[config.mk]
export PLATFORM = sky130hd
export DESIGN_NAME = ofmap_serializer
export DESIGN_NICKNAME = d
export VERILOG_FILES = /design/src/rtl/ofmap_serializer.sv
export SDC_FILE = /design/constraint.sdc
export NUM_CORES = 1
export LEC_CHECK = 0
export ABC_AREA = 1
export CAP_MARGIN = 5
export CORE_MARGIN = 5
export CORE_UTILIZATION = 30
export CTS_CLUSTER_DIAMETER = 120
export DETAILED_ROUTE_END_ITERATION = 16
export RECOVER_POWER = 100
export SLEW_MARGIN = 30
export SYNTH_ARGS = -nofsm -noshare
export SYNTH_HDL_FRONTEND = slang
export SYNTH_SLANG_ARGS = --single-unit
[constraint.sdc]
create_clock -name clk -period 4.4 [get_ports clk]
set_input_delay 0.88 -clock clk [delete_from_list [all_inputs] [get_ports clk]]
set_output_delay 0.88 -clock clk [all_outputs]
set_load 0.005 [all_outputs]
[src/rtl/ofmap_serializer.sv]
// Wide-word to 32-bit ofmap stream serializer with a one-word skid (P) behind the shift holding register (H).
// Optional build macro OFMAP_RELU_EN clamps negative elements to zero as words are captured.

module ofmap_lane_relu #(
  parameter int W = 32
) (
  input  logic [W-1:0] d_i,
  output logic [W-1:0] q_o
);
`ifdef OFMAP_RELU_EN
  assign q_o = d_i[W-1] ? '0 : d_i;
`else
  assign q_o = d_i;
`endif
endmodule

module ofmap_serializer #(
  parameter int OFMAP_WIDTH = 32,
  parameter int ARRAY_WIDTH = 4,
  parameter int COUNT_WIDTH = 16
) (
  input  logic                               clk,
  input  logic                               rst_n,
  input  logic                               start,
  input  logic [COUNT_WIDTH-1:0]             num_words,
  input  logic [ARRAY_WIDTH*OFMAP_WIDTH-1:0] wide_dat,
  input  logic                               wide_vld,
  output logic                               wide_rdy,
  output logic [OFMAP_WIDTH-1:0]             ofmap_dat,
  output logic                               ofmap_vld,
  input  logic                               ofmap_rdy,
  output logic                               busy,
  output logic                               done
);
  localparam int LW = (ARRAY_WIDTH > 1) ? $clog2(ARRAY_WIDTH) : 1;

  typedef logic [ARRAY_WIDTH-1:0][OFMAP_WIDTH-1:0] word_t;
  typedef enum logic {IDLE, RUN} state_t;

  state_t                 state_q;
  word_t                  h_q, p_q, in_word, word_d;
  logic                   h_vld_q, p_vld_q, done_q;
  logic [LW-1:0]          lane_q;
  logic [COUNT_WIDTH-1:0] acc_cnt_q, tgt_q;
  logic                   accept, xfer, last_xfer, h_free;

  assign in_word = word_t'(wide_dat);

  for (genvar g = 0; g < ARRAY_WIDTH; g++) begin : g_lane
    ofmap_lane_relu #(.W(OFMAP_WIDTH)) u_lane (.d_i(in_word[g]), .q_o(word_d[g]));
  end

  // Ready depends only on registers; P being full is what throttles the source.
  assign wide_rdy  = (state_q == RUN) && !p_vld_q && (acc_cnt_q < tgt_q);
  assign accept    = wide_vld && wide_rdy;
  assign xfer      = h_vld_q && ofmap_rdy;
  assign last_xfer = xfer && (lane_q == LW'(ARRAY_WIDTH-1));
  assign h_free    = !h_vld_q || (last_xfer && !p_vld_q);

  assign ofmap_vld = h_vld_q;
  assign ofmap_dat = h_q[lane_q];
  assign busy      = (state_q == RUN);
  assign done      = done_q;

  always_ff @(posedge clk or negedge rst_n) begin
    if (!rst_n) begin
      state_q   <= IDLE;
      h_q       <= '0;
      p_q       <= '0;
      h_vld_q   <= 1'b0;
      p_vld_q   <= 1'b0;
      lane_q    <= '0;
      acc_cnt_q <= '0;
      tgt_q     <= '0;
      done_q    <= 1'b0;
    end else begin
      done_q <= 1'b0;
      case (state_q)
        IDLE: begin
          if (start) begin
            tgt_q     <= num_words;
            acc_cnt_q <= '0;
            lane_q    <= '0;
            if (num_words == '0) done_q  <= 1'b1;
            else                 state_q <= RUN;
          end
        end
        RUN: begin
          if (xfer) lane_q <= last_xfer ? '0 : lane_q + 1'b1;
          if (last_xfer) begin
            if (p_vld_q) begin
              h_q     <= p_q;
              p_vld_q <= 1'b0;
            end else if (!accept) begin
              h_vld_q <= 1'b0;
            end
          end
          // An accept never coincides with a P->H move since wide_rdy is low while P is full.
          if (accept) begin
            acc_cnt_q <= acc_cnt_q + 1'b1;
            if (h_free) begin
              h_q     <= word_d;
              h_vld_q <= 1'b1;
            end else begin
              p_q     <= word_d;
              p_vld_q <= 1'b1;
            end
          end
          if (last_xfer && !p_vld_q && (acc_cnt_q == tgt_q)) begin
            state_q <= IDLE;
            done_q  <= 1'b1;
          end
        end
        default: state_q <= IDLE;
      endcase
    end
  end
endmodule

==> results.py <==
metrics = {
    "timing": {
        "setup_viol": 0,
        "fin_crit_ns": 4.27,
        "finClkSkew_ns": 0.0234,
        "rsz0062_at_grt": "no",
        "hold_slack_ns": 0.468,
        "slew_headroom": -0.366,
        "setup-tns-final_ns": 0,
        "period_share": 0.970,
        "worstMarginPinSlew_ns": 2.05,
        "max_freq_mhz": 234,
        "slew_violations": 366,
        "hold_violations": 0,
    },
    "worst_setup_path": {
        "r2r-start": "acc_cnt_q[11]",
        "cp.arrival_ns": 3.39,
        "cp.required_ns": 3.52,
        "end_kind": "output port",
        "critical_path_class": "reg -> out",
        "r2r_cells": 14,
        "rr_endpoint": "p_q[104]",
        "rrSetupSlack_ns": 0.40,
        "cp_max_fo": 22,
        "start_kind": "flip-flop",
    },
    "route": {
        "routed_wl_um": 76200,
        "vias_per_cell": 4.95,
        "drcViolationCount": 0,
        "ant_nets": 0,
        "dr.pass1.iters": 5,
        "wl_per_cell_um": 18.3,
        "drt-initial-drc-count": 2198,
        "via_count": 20700,
    },
    "cts": {
        "htreeDepth": 2,
        "clock_latency_ns": 0.56,
        "cts_root_buf": "clkbuf_16",
        "cts.sinks": 294,
        "cts_resized": 0,
        "cts_setup_buffers": 0,
        "postCtsHoldBufs": 0,
        "cts_tree": "yes",
        "cts.clk_slew.worst_paths_ns": 0.06,
        "numCtsBuffers": 38,
        "clockBufferDepth": 3,
    },
    "worst_hold_path": {
        "hp-class": "reg -> reg",
        "whs_path_depth": 2,
        "min_to": "p_q[2]",
        "min_from": "p_q[2]",
    },
    "layout": {
        "post-route-util": 0.357,
        "area.growth.synth_to_final_pct": 18.5,
        "n_fill_cell": 7114,
        "fin_area_um2": 23000,
        "drive_gt1_frac": 0.0335,
        "finalNetCount": 3456,
    },
    "pwr": {
        "p_leak_nw": 12.8,
        "p_per_area_nw_per_um2": 692,
        "vdd_ir_drop_max_uv": 513,
        "totalPowerFinal_mw": 15.9,
    },
    "floorplanning": {
        "ioPinCount": 185,
        "core-area_um2": 64200,
        "die_height_um": 264,
        "dieArea_um2": 69700,
        "num_rows": 93,
        "fp.dieW_um": 264,
        "start_util": 0.302,
    },
    "placed_design": {
        "io_buffers": 184,
        "placed_area_um2": 21800,
        "dpl.hpwl_um": 47500,
        "gp_congestion": 0.880,
    },
    "run": {
        "maxCapViolCount": 6,
    },
    "yosys": {
        "yosys_most_used_dff": "dfrtp_1",
        "synth_area_leaders": "nand2_1, dfrtp_1, nand4_1",
        "synth_cell_type_count": 25,
        "ys_ff_latch": 294,
        "synth_common_cells": "nand2_1, dfrtp_1, clkbuf_1, nand4_1, nor2_1",
        "syn_inst": 3242,
        "synth_edf_count": 0,
        "yosysMostFrequentCell": "nand2_1",
        "syn_avg_cell_area_um2": 5.97,
        "synth_nets": 3409,
        "yosysTopAreaCell": "nand2_1",
        "synth_top_area_frac": 0.435,
        "postSynth.asyncResetShare": 1.00,
        "yosysWarnings": 0,
        "ys_seq_area_frac": 0.380,
        "syn-cell-area_um2": 19400,
    },
    "grt": {
        "grt_max_degree": 129,
        "globalRouteOverflowTotal": 0,
        "grt_pass1_vias": 18600,
        "grt_pass1_wl_um": 118000,
        "grt_use_total": 0.210,
        "antenna_found_initial": 3,
    },
    "status": {
        "violations": "max-capacitance violations, max-slew violations",
        "status": "finished, violations left",
    },
}
-- layout make-up --
cell class                 count  area [um^2]  share of cell area
tap                          855         1070              0.0466
clock inverter                 9         81.3             0.00354
sequential                   294         7370               0.321
timing repair buffer         230         2250              0.0980
inverter                      44          175             0.00763
antenna                        1         2.50            0.000109
clock buffer                  57         1090              0.0476
multi-input combinational   2681        10900               0.476
-- power by group --
group / internal [mW] / leakage (nW) / switching [mW]
clock network: 1.77 / 0.581 / 1.28
registers: 3.78 / 3.68 / 1.02
logic: 2.66 / 8.49 / 5.37
-- registers in the layout, summed over array words and instances (netlist names) --
register / flops
tgt_q: 16
acc_cnt_q: 16
p_q: 128
done: 1
p_vld_q: 1
h_q: 128
ofmap_vld: 1
lane_q: 2
busy: 1
-- placed cells by master, fill, tap and decap left out, drive strengths merged, types with 34 or more instances in the layout --
| cell | n |
|---|---|
| o21ai | 79 |
| nor2 | 109 |
| clkbuf | 71 |
| nand2 | 2246 |
| inv | 43 |
| clkdlybuf4s50 | 150 |
| dfrtp | 294 |
| nand4 | 131 |
| buf | 34 |
-- per-stage QoR --
stage | worst slack, ns | instances
floorplan | 2.28 | 3242
global placement | 0.571 | 4103
detailed placement | 0.607 | 4103
CTS | 0.311 | 4169
global route | 0.108 | 4170
finish | 0.130 | 4171
-- metal layers --
layer	share of wire	GRT usage	up-vias	routed length [um]
li1	-	-	10100	-
met1	0.45	0.307	9636	34100
met2	0.44	0.318	780	33800
met3	0.081	0.0400	109	6140
met4	0.028	0.0582	4	2110
met5	0.00028	0	-	21
-- worst max path at each step --
| stage | startpoint | slack (ns) | cells past startpoint | endpoint |
|---|---|---|---|---|
| after floorplan | acc_cnt_q[7] | 2.28 | 5 | wide_rdy |
| after global placement | ofmap_rdy | 0.57 | 12 | h_q[122] |
| after detailed placement | ofmap_rdy | 0.61 | 12 | h_q[122] |
| after CTS | lane_q[0] | 0.31 | 5 | ofmap_dat[10] |
| after global routing | acc_cnt_q[1] | 0.11 | 14 | p_q[104] |
| final | lane_q[0] | 0.13 | 5 | ofmap_dat[17] |
-- kinds of logic (layout without fill, tap and decap cells) --
group	Yosys count	count (layout)	synth area share
mux	1	1	0.000581
compound gates	133	133	0.0367
fa+ha+maj	18	18	0.0116
other cells	0	1	0
flops	294	294	0.380
buf+inv	267	340	0.0585
simple gates	2517	2517	0.507
xor+xnor	12	12	0.00543
-- worst max-delay path: stages (launching register included) --
cell	delay, ns
dfrtp_2	0.38
clkinv_1	0.60
buf_4	0.48
nor2_1	0.47
o22ai_1	0.25
dlygate4sd3_1	0.63
No activity file was read; power rests on OpenSTA's default activity.
